File: src/rtl/pkt_ingress_buffer.sv
// pkt_ingress_buffer
// Store-and-forward byte buffer in front of the SRAM write port. Packets are
// written speculatively and become visible to the output side only once their
// eop byte is stored, so oversize, truncated and overflowing packets can be
// rewound and dropped without the SRAM controller ever seeing a fragment.
//
// state | meaning
// IDLE  | waiting for a sop beat
// RECV  | storing bytes of the current packet
// DROP  | discarding beats of a rejected packet until its eop
module pkt_ingress_buffer #(
    parameter int  DATA_W  = 8,
    parameter int  DEPTH   = 64,
    parameter int  MAX_PKT = 32,
    localparam int PTR_W   = $clog2(DEPTH) + 1
) (
    input  logic              clock,
    input  logic              reset,
    input  logic              in_valid,
    input  logic [DATA_W-1:0] in_data,
    input  logic              in_sop,
    input  logic              in_eop,
    output logic              in_ready,
    output logic              out_valid,
    output logic [DATA_W-1:0] out_data,
    output logic              out_sop,
    output logic              out_eop,
    input  logic              out_ready,
    output logic              drop_pulse,
    output logic [PTR_W-1:0]  pkt_count
);

    localparam int AW    = $clog2(DEPTH);
    localparam int LEN_W = $clog2(MAX_PKT + 1);
    localparam logic [PTR_W-1:0] DEPTH_P   = PTR_W'(DEPTH);
    localparam logic [LEN_W-1:0] MAX_LEN_P = LEN_W'(MAX_PKT);

    typedef enum logic [1:0] {IDLE, RECV, DROP} state_t;

    state_t state, next_state;

    logic [DATA_W:0]     mem [DEPTH];
    logic [PTR_W-1:0]    wr_tmp, wr_cmt, rd_ptr;
    logic [LEN_W-1:0]    len;
    logic                out_sop_r;
    logic                in_ready_r;

    logic                beat, pop, pop_eop;
    logic [PTR_W-1:0]    used, used_cmt, wr_addr;
    logic                full, full_cmt, len_max;
    logic [DATA_W:0]     rd_word;

    logic                wr_en, commit, drop, rewind, len_load, len_inc;

    // Space is judged on registered pointers only; a pop in this cycle does
    // not make room for a write in this cycle.
    assign beat     = in_valid & in_ready;
    assign used     = wr_tmp - rd_ptr;
    assign used_cmt = wr_cmt - rd_ptr;
    assign full     = (used == DEPTH_P);
    assign full_cmt = (used_cmt == DEPTH_P);
    assign len_max  = (len == MAX_LEN_P);
    assign wr_addr  = rewind ? wr_cmt : wr_tmp;

    assign in_ready  = in_ready_r;
    assign out_valid = (pkt_count != '0);
    assign rd_word   = mem[rd_ptr[AW-1:0]];
    assign out_data  = out_valid ? rd_word[DATA_W-1:0] : '0;
    assign out_eop   = out_valid & rd_word[DATA_W];
    assign out_sop   = out_valid & out_sop_r;
    assign pop       = out_valid & out_ready;
    assign pop_eop   = pop & rd_word[DATA_W];

    // State register.
    always_ff @(posedge clock or negedge reset) begin
        if (!reset) state <= IDLE;
        else        state <= next_state;
    end

    // Next-state decode for the input packet framer.
    always_comb begin
        next_state = state;
        if (beat) begin
            case (state)
                IDLE, DROP: begin
                    if (in_sop)
                        next_state = in_eop ? IDLE : (full ? DROP : RECV);
                    else if (state == DROP && in_eop)
                        next_state = IDLE;
                end
                RECV: begin
                    if (in_sop)
                        next_state = in_eop ? IDLE : (full_cmt ? DROP : RECV);
                    else if (len_max || full)
                        next_state = in_eop ? IDLE : DROP;
                    else if (in_eop)
                        next_state = IDLE;
                end
                default: next_state = IDLE;
            endcase
        end
    end

    // Datapath controls: write, commit, rewind and drop for the current beat.
    // A sop inside RECV rewinds first, then restarts at the committed pointer.
    always_comb begin
        wr_en    = 1'b0;
        commit   = 1'b0;
        drop     = 1'b0;
        rewind   = 1'b0;
        len_load = 1'b0;
        len_inc  = 1'b0;
        if (beat) begin
            case (state)
                IDLE, DROP: begin
                    if (in_sop) begin
                        if (full) begin
                            drop = 1'b1;
                        end else begin
                            wr_en    = 1'b1;
                            len_load = 1'b1;
                            commit   = in_eop;
                        end
                    end
                end
                RECV: begin
                    if (in_sop) begin
                        drop   = 1'b1;
                        rewind = 1'b1;
                        if (!full_cmt) begin
                            wr_en    = 1'b1;
                            len_load = 1'b1;
                            commit   = in_eop;
                        end
                    end else if (len_max || full) begin
                        drop   = 1'b1;
                        rewind = 1'b1;
                    end else begin
                        wr_en   = 1'b1;
                        len_inc = 1'b1;
                        commit  = in_eop;
                    end
                end
                default: ;
            endcase
        end
    end

    // Packet storage; contents need no reset because only committed
    // entries are ever presented.
    always_ff @(posedge clock) begin
        if (wr_en) mem[wr_addr[AW-1:0]] <= {in_eop, in_data};
    end

    // Pointers, packet length and the registered status outputs.
    always_ff @(posedge clock or negedge reset) begin
        if (!reset) begin
            wr_tmp     <= '0;
            wr_cmt     <= '0;
            rd_ptr     <= '0;
            len        <= '0;
            pkt_count  <= '0;
            drop_pulse <= 1'b0;
            out_sop_r  <= 1'b1;
            in_ready_r <= 1'b0;
        end else begin
            in_ready_r <= 1'b1;
            drop_pulse <= drop;

            if (wr_en)       wr_tmp <= wr_addr + PTR_W'(1);
            else if (rewind) wr_tmp <= wr_cmt;

            if (commit) wr_cmt <= wr_addr + PTR_W'(1);

            if (len_load)     len <= LEN_W'(1);
            else if (len_inc) len <= len + LEN_W'(1);

            if (pop) begin
                rd_ptr    <= rd_ptr + PTR_W'(1);
                out_sop_r <= rd_word[DATA_W];
            end

            case ({commit, pop_eop})
                2'b10:   pkt_count <= pkt_count + PTR_W'(1);
                2'b01:   pkt_count <= pkt_count - PTR_W'(1);
                default: pkt_count <= pkt_count;
            endcase
        end
    end

endmodule

File: config.mk
export PLATFORM = sky130hd
export DESIGN_NAME = pkt_ingress_buffer
export DESIGN_NICKNAME = d
export VERILOG_FILES = /design/src/rtl/pkt_ingress_buffer.sv
export SDC_FILE = /design/constraint.sdc
export NUM_CORES = 1
export LEC_CHECK = 0
export CAP_MARGIN = 20
export CORE_MARGIN = 10
export CORE_UTILIZATION = 28
export DETAILED_ROUTE_END_ITERATION = 10
export DONT_BUFFER_PORTS = 1
export GPL_ROUTABILITY_DRIVEN = 1
export PLACE_DENSITY = 0.43
export SYNTH_ARGS = -nofsm -noshare
export SYNTH_HDL_FRONTEND = slang
export SYNTH_SLANG_ARGS = --single-unit
File: constraint.sdc
create_clock -name clock -period 5.4 [get_ports clock]
set_clock_uncertainty 0.15 [all_clocks]
set_input_delay 0.54 -clock clock [delete_from_list [all_inputs] [get_ports clock]]
set_output_delay 0.54 -clock clock [all_outputs]
set_load 0.02 [all_outputs]
==> summary.txt, run 1 <==
Power and ir drop
  • Final Total Pwr: 15.3 mW
  • Leak: 9.46 nW
  • Power per cell area: 513 nW/um^2
  • Worst VDD drop: 0.242 mV

STA
  • FMAX: 201 MHz
  • Fin. Hold Viols: 0
  • Final period util: 91.9%
  • Slew @ Worst Pin: 1.21 ns
  • Rel. slew slack: 18.7%
  • Period minus WS final: 4.96 ns
  • WHS: 0.0410 ns
  • Fin worst setup slack: 0.437 ns
  • RSZ-0062 raised after global routing: no
  • Fin Setup TNS: 0 ns
  • Final setup violation count: 0
  • Pins Over Slew Limit: 0

Route
  • DR iter-0 viols: 1064
  • Drt total wl: 66400 um
  • Routed Antenna Nets: 0
  • Vias per inst: 4.82
  • Drc violations: 0
  • Total number of vias: 12700
  • First-pass detailed-route iteration total: 5
  • Wire length per cell: 25.2 um

CTS
  • Max Buffers Root-to-Sink: 3
  • Clk slew on worst S/H paths: 0.06 ns
  • Total CTS buffers: 71
  • CTS tree: yes
  • Hold_buf cts: 14
  • PostCTS Resize Cnt: 0
  • Clk_lat worst skew: 0.63 ns
  • CTS Sinks: 615
  • H-tree Lvls: 3
  • Post-CTS Setup Repair Bufs: 0
  • Root Buffer: clkbuf_16

Worst setup path
  • CP Capture Type: primary output
  • CP Class: flop to primary output
  • Maximum net fanout on the critical path: 33
  • Crit-path cells: buf_12 -> buf_4 -> mux4_2 -> mux4_2 -> nand2_1 -> and3_1 -> a211oi_1
  • CP peak stage delay: 0.99 ns
  • Reg2reg start: rd_ptr[5]
  • WP data arrival: 4.27 ns
  • Critical Path Source: rd_ptr[0]
  • Most used cell, CP: mux4_2
  • Startpoint Class: flop
  • CP max stage cell: a211oi_1
  • Worst EP required: 4.71 ns

Layout
  • Layout area overhead: 16.8%
  • Share of cells above drive strength 1: 28.1%
  • Non-Filler Instances: 2630
  • Antenna cells: 0
  • Nets@finish: 1433
  • Final Instance Area: 29800 um^2
  • Highest-count cells in the layout ignoring fill and taps: edfxtp_1, mux4_2, nor2_1
  • Finished Core Util: 33.0%
  • Fill count: 8585
  • Commonest non-fill, non-tap cell in the layout: edfxtp_1

Die
  • Die Ht: 322 um
  • IO Count: 34
  • Rows: 110
  • Total die area: 104000 um^2
  • Initial Util: 28.3%
  • Core ar.: 90300 um^2
  • Die width: 322 um

Yosys
  • Number of distinct library cells after synthesis: 69
  • Syn. warnings: 0
  • Sequential share of the synthesized area: 71.6%
  • EDFF count, synth: 576
  • Netlist Area Pre-Place: 25500 um^2
  • Synthesized flop and latch total: 615
  • Synth Net Count: 1342
  • Most used DFF post-synth: edfxtp_1
  • Mapped Cells: 1305
  • Syn Area/Cell: 19.6 um^2
  • Ys async rst share: 6.34%

Placed design
  • Gpl congestion: 0.760
  • IO buf count: 0
  • Cell Area, Placed: 27200 um^2
  • Cell total after placement: 2479
  • Pre-CTS WS: 0.614 ns
  • Detailed Place HPWL: 41500 um

Global route
  • Antenna violations before repair: 2
  • First-pass GRT wire length: 96600 um
  • Vias in the first global route: 13200
  • Congestion Overflow GR: 0
  • Largest net degree at the start of global routing: 96
  • Total Routing Usage GR: 12.8%

Min path
  • Worst Hold Launch: out_ready
  • Min-Delay Path Class: input pin to flop

Flow run
  • Max-cap violations: 0

Outcome
  • Status: complete, no violations
-- worst paths after layout --
path	end	slack, ns	cells after the start
worst min-delay path	out_sop_r	0.04	2
max in group asynchronous	out_sop_r	4.54	2
worst max register to register	pkt_count[6]	0.57	21
min in group asynchronous	len[5]	0.29	2
worst max-delay path	out_data[1]	0.44	7
worst min register to register	out_sop_r	0.36	1
-- cell usage after synthesis (6+ instances only) --
master,n,area share (%)
a21oi_1,30,0.59
ha_1,22,1.1
nand3_1,23,0.45
o21ai_0,20,0.39
and3_1,20,0.49
nor2b_1,11,0.27
nor3_1,8,0.16
xor2_1,18,0.62
nand2_1,52,0.76
nor4_1,6,0.15
nor2_1,86,1.3
a211oi_1,13,0.38
buf_2,17,0.33
clkbuf_1,29,0.43
xnor2_1,12,0.41
edfxtp_1,576,68
mux2i_1,14,0.55
buf_1,10,0.15
dfrtp_1,38,3.7
mux4_2,180,16
inv_1,25,0.37
-- kinds of logic after synthesis --
group | synth area share [%]
other | 0.0147
muxes | 16.7
adders and majority gates | 1.16
AOI/OAI and AO/OA | 3.10
and+or+nand+nor | 4.73
buffers and inverters | 1.65
xor gates and xnor gates | 1.03
DFF | 71.6
-- critical path: cells and delay by family (launching register included) --
family          cells  cell delay, ns
buf+inv             2            0.87
mux                 2            0.67
simple gates        2            0.29
flops               1            0.79
compound gates      1            0.99
-- state kept, by name, summed over array words and instances, names as in the netlist --
| register | cells |
|---|---|
| len | 6 |
| drop_pulse | 1 |
| wr_cmt | 7 |
| state | 2 |
| mem | 576 |
| pkt_count | 7 |
| out_sop_r | 1 |
| rd_ptr | 7 |
| wr_tmp | 7 |
| in_ready | 1 |
-- layer usage --
metal | wire length (um) | up-vias | global-route usage [%]
met3 | 3700 | 84 | 3.03
met5 | 0 | - | 0
met2 | 29400 | 319 | 18.9
met1 | 31700 | 6756 | 18.3
met4 | 1600 | 0 | 4.23
li1 | - | 5521 | -
-- final cells by class --
class	count	area, um^2	share of cell area, %
multi-input combinational	598	6840	22.9
timing repair buffer	84	880	2.95
clock inverter	48	427	1.43
clock buffer	83	1820	6.11
inverter	26	97.6	0.327
tap	1176	1470	4.93
sequential	615	18300	61.3
-- power breakdown --
part           total, mW  switching (mW)  internal [mW]
registers           5.69           0.318           5.38
clock network       4.65            1.96           2.68
logic               4.97            2.79           2.18
total               15.3            5.07           10.2
Power figures use the tool's default switching activity.
==> run 2, diff against run 1 <==
==> constraint.sdc (replaced) <==
create_clock -name clock -period 5.4 [get_ports clock]
set_clock_uncertainty 0.15 [all_clocks]
set_input_delay 1.08 -clock clock [delete_from_list [all_inputs] [get_ports clock]]
set_output_delay 1.08 -clock clock [all_outputs]
set_load 0.02 [all_outputs]
==> run 2 against run 1 <==
Effect of this change:
- via count about the same
- worst hold slack improved by 0.096 ns
- count of clock-buffer cells in the layout rose by 6
- maximum frequency is 4.1% lower
==> summary.txt, run 2 (same netlist as run 1, synthesis figures left out) <==
Worst setup path
  • WP data arrival: 3.95 ns
  • Maximum net fanout on the critical path: 24
  • Worst EP required: 4.17 ns
  • CP Capture Type: primary output
  • CP Class: flop to primary output
  • Startpoint Class: flop

CTS
  • Root Buffer: clkbuf_16
  • CTS Sinks: 615
  • Total CTS buffers: 72
  • Post-CTS Setup Repair Bufs: 0
  • H-tree Lvls: 3
  • CTS tree: yes
  • Clk_lat worst skew: 0.63 ns
  • Clk slew on worst S/H paths: 0.06 ns
  • Max Buffers Root-to-Sink: 3

Layout
  • Max FFs per register: 576
  • Nets@finish: 1426
  • Multi-input logic area: 6840 um^2
  • Non-Filler Instances: 2618
  • Highest-count cells in the layout ignoring fill and taps: edfxtp_1, mux4_2, nor2_1
  • Reg area: 18300 um^2
  • Fill count: 8608
  • Layout area overhead: 15.7%
  • Commonest non-fill, non-tap cell in the layout: edfxtp_1
  • Share of cells above drive strength 1: 27.4%
  • Antenna cells: 0

STA
  • Pins Over Slew Limit: 0
  • Fin. Hold Viols: 0
  • Final setup violation count: 0
  • Final period util: 95.8%
  • FMAX: 193 MHz
  • Slew @ Worst Pin: 1.02 ns
  • Period minus WS final: 5.18 ns
  • RSZ-0062 raised after global routing: no
  • Fin Setup TNS: 0 ns
  • Rel. slew slack: 31.5%

Power and ir drop
  • Power per cell area: 517 nW/um^2
  • Final Total Pwr: 15.3 mW
  • Leak: 9.35 nW
  • Worst VDD drop: 0.255 mV

Global route
  • Largest net degree at the start of global routing: 111
  • Antenna violations before repair: 1
  • First-pass GRT wire length: 96900 um
  • Vias in the first global route: 13300
  • Total Routing Usage GR: 12.8%
  • Congestion Overflow GR: 0

Route
  • Drc violations: 0
  • Total number of vias: 12700
  • DR iter-0 viols: 1051
  • Drt total wl: 65400 um
  • Vias per inst: 4.85
  • First-pass detailed-route iteration total: 5
  • Routed Antenna Nets: 0
  • Wire length per cell: 25.0 um

Die
  • Die width: 322 um
  • Die Ht: 322 um
  • IO Count: 34
  • Core ar.: 90300 um^2
  • Rows: 110
  • Initial Util: 28.3%
  • Total die area: 104000 um^2

Outcome
  • Status: complete, no violations

Placed design
  • Cell total after placement: 2487
  • IO buf count: 0
  • Gpl congestion: 0.754
  • Detailed Place HPWL: 41200 um

Min path
  • Min-Delay Path Class: input pin to asynchronous set/reset pin

Flow run
  • Max-cap violations: 0
-- run 2: area by class of cell --
type	instances	area share (%)
well taps	1176	4.98
flip-flops and latches	615	61.9
clock buffers	89	6.31
repair buffers	76	2.05
multi-input cells	598	23.2
inverters	26	0.330
clock inverters	38	1.27
-- run 2: per-layer routing --
layer | vias to the layer above | global-route usage (%) | share of wire (%)
li1 | 5488 | - | -
met1 | 6850 | 18.6 | 48
met2 | 271 | 18.9 | 45
met3 | 80 | 2.54 | 4.9
met4 | 0 | 3.82 | 2.0
met5 | - | 0 | 0
-- run 2: metrics by stage --
step	setup slack, ns	utilization (%)	cell area [um^2]	hold WS [ns]
3_3_place_gp	0.635	30.2	27200	0.352
5_1_grt	0.0258	32.7	29500	0.112
2_1_floorplan	0.435	-	25500	0.341
3_5_place_dp	0.583	30.2	27200	0.360
4_1_cts	0.000368	32.7	29500	0.0965
6_report	0.224	32.7	29500	0.136
-- run 2: timing repair --
item | 4_1_cts | 5_1_grt
resized for setup | 0 | 2
setup endpoints to repair | 0 | 6
hold endpoints to repair | 38 | 0
hold buffers | 1 | 0
-- run 2: worst paths after layout --
path	from	end	slack, ns	cells past startpoint
worst max-delay path	rd_ptr[0]	out_data[4]	0.22	7
worst min-delay path	reset	pkt_count[4]	0.14	1
worst max register to register	rd_ptr[5]	pkt_count[6]	0.56	21
worst min register to register	out_sop_r	out_sop_r	0.36	1
max in group asynchronous	reset	wr_tmp[3]	4.74	1
min in group clock	out_sop_r	out_sop_r	0.36	1
-- run 2: worst max-delay path: stages, from the launching register on --
cell and delay, ns:
dfrtp_4 0.73, buf_4 0.33, buf_4 0.40, mux4_2 0.63
mux4_2 0.53, mux2i_1 0.26, a211oi_1 0.19, buf_4 0.21
-- run 2: where the power goes --
part,leakage (nW),switching [mW],internal [mW],total (mW)
clock,1.09,1.97,2.68,4.65
combinational,2.60,2.75,2.20,4.95
sequential,5.66,0.286,5.38,5.66
==> run 3, diff against run 2 <==
CORE_MARGIN = unset   (was 10)
==> run 3 against run 2 <==
Effect of this change:
- clock power shrank 2%
- global-route usage grew 1.1 points
- non-clock buffer count grew 4
- count of clock-buffer cells in the layout shrank 6
- sequential power shrank 1%
- power shrank 1.1%
- utilization is essentially flat
- register-to-register slack lost 0.06 ns
- wire length shrank 2.3%
- maximum frequency grew 2.4%
- via count shrank 0.39%
==> summary.txt, run 3 (same netlist as run 1, synthesis figures left out) <==
Route
  • Routed Antenna Nets: 0
  • Drt total wl: 63900 um
  • First-pass detailed-route iteration total: 4
  • Total number of vias: 12600
  • Drc violations: 0
  • Wire length per cell: 24.4 um
  • DR iter-0 viols: 917
  • Vias per inst: 4.82

Placed design
  • Cell total after placement: 2491
  • Cell Area, Placed: 27300 um^2
  • IO buf count: 0
  • Detailed Place HPWL: 39100 um
  • Gpl congestion: 0.803

Worst setup path
  • CP Capture Type: primary output
  • WP data arrival: 3.82 ns
  • Startpoint Class: flop
  • Worst EP required: 4.17 ns
  • CP Class: flop to primary output
  • Maximum net fanout on the critical path: 18

CTS
  • Root Buffer: clkbuf_16
  • Clk_lat worst skew: 0.61 ns
  • CTS Sinks: 615
  • Total CTS buffers: 69
  • Max Buffers Root-to-Sink: 3
  • H-tree Lvls: 3
  • Clk slew on worst S/H paths: 0.06 ns
  • CTS tree: yes

Layout
  • Non-Filler Instances: 2623
  • Final Instance Area: 29500 um^2
  • Commonest non-fill, non-tap cell in the layout: edfxtp_1
  • Highest-count cells in the layout ignoring fill and taps: edfxtp_1, mux4_2, nor2_1
  • Max FFs per register: 576
  • Nets@finish: 1427
  • Layout area overhead: 15.7%
  • Share of cells above drive strength 1: 27.8%

STA
  • FMAX: 198 MHz
  • Fin Setup TNS: 0 ns
  • Final setup violation count: 0
  • Slew @ Worst Pin: 1.00 ns
  • Pins Over Slew Limit: 0
  • RSZ-0062 raised after global routing: no
  • Rel. slew slack: 32.9%
  • Fin. Hold Viols: 0
  • Period minus WS final: 5.05 ns
  • Final period util: 93.6%

Global route
  • First-pass GRT wire length: 93900 um
  • Largest net degree at the start of global routing: 95
  • Vias in the first global route: 13000
  • Total Routing Usage GR: 13.9%
  • Congestion Overflow GR: 0
  • Antenna violations before repair: 0

Outcome
  • Status: complete, no violations

Die
  • Rows: 110
  • Core ar.: 90100 um^2
  • Die width: 304 um
  • Initial Util: 28.3%
  • Total die area: 92400 um^2
  • IO Count: 34
  • Die Ht: 304 um

Min path
  • Min-Delay Path Class: input pin to asynchronous set/reset pin

Power and ir drop
  • Power per cell area: 511 nW/um^2
  • Clock share of power: 30.2%
  • Seq pwr share: 37.0%
  • Int Pwr: 10.2 mW
  • Leak: 9.36 nW
  • Net Sw Frac: 32.6%
  • Combinational fraction of design power: 32.8%
  • Worst VDD drop: 0.302 mV
  • Switch Pwr: 4.92 mW

Flow run
  • Max-cap violations: 0
-- run 3: changes by cell type in the layout (fill, tap and decap cells not counted), sizes merged --
cell / delta
buf: +2
clkbuf: -4
clkinv: +4
diode: +2
inv: +1
-- run 3: path summary, 6_finish.rpt --
check                      cells after the start  slack [ns]      endpoint  startpoint
min                                            1        0.16     wr_cmt[4]       reset
max                                            7        0.35   out_data[1]   rd_ptr[0]
max in group asynchronous                      1        4.72     rd_ptr[1]       reset
min reg2reg                                    1        0.36     out_sop_r   out_sop_r
min in group clock                             1        0.36     out_sop_r   out_sop_r
max reg2reg                                   21        0.50  pkt_count[6]   rd_ptr[5]
-- run 3: per-layer routing --
layer | global-route usage [%] | routed length, um | vias up
li1 | - | - | 5512
met1 | 19.8 | 30100 | 6797
met2 | 21.8 | 30100 | 252
met3 | 2.14 | 2440 | 79
met4 | 4.21 | 1270 | 0
met5 | 0 | 0 | -
-- run 3: through the flow --
stage	setup slack [ns]	hold slack [ns]	utilization, %	total power [mW]
after floorplan	0.435	0.341	-	9.02
after global placement	0.553	0.351	30.2	10.7
after detailed placement	0.508	0.354	30.3	10.7
after CTS	0.0306	0.121	32.7	15.3
after global routing	0.0689	0.134	32.8	15.8
final	0.348	0.163	32.8	15.1
-- run 3: repair_timing --
action,in CTS,in global routing
resized for setup,0,1
hold buffers,1,0
endpoints found under the setup margin,0,2
hold endpoints to repair,38,0
setup buffers,0,1
-- run 3: layout make-up --
| class | instances | area [um^2] |
|---|---|---|
| Tap cell | 1176 | 1470 |
| Antenna cell | 2 | 5.00 |
| Sequential cell | 615 | 18300 |
| Fill cell | 8516 | 60600 |
| Clock inverter | 43 | 375 |
| Multi-Input combinational cell | 598 | 6840 |
| Timing Repair Buffer | 80 | 669 |
| Clock buffer | 83 | 1800 |
| Inverter | 26 | 97.6 |
-- run 3: critical path: stages, from the launching register on --
cell      delay [ns]
dfrtp_4         0.62
buf_4           0.33
buf_4           0.41
mux4_2          0.61
mux4_2          0.54
mux2i_1         0.27
a211oi_1        0.19
buf_4           0.21
-- run 3: power groups by stage --
stage | clock (mW) | sequential, mW | combinational [mW]
2_1_floorplan | 0 | 5.61 | 3.41
3_3_place_gp | 0 | 5.71 | 4.97
3_5_place_dp | 0 | 5.72 | 4.98
4_1_cts | 4.70 | 5.62 | 5.01
5_1_grt | 4.88 | 5.62 | 5.30
6_report | 4.56 | 5.60 | 4.95
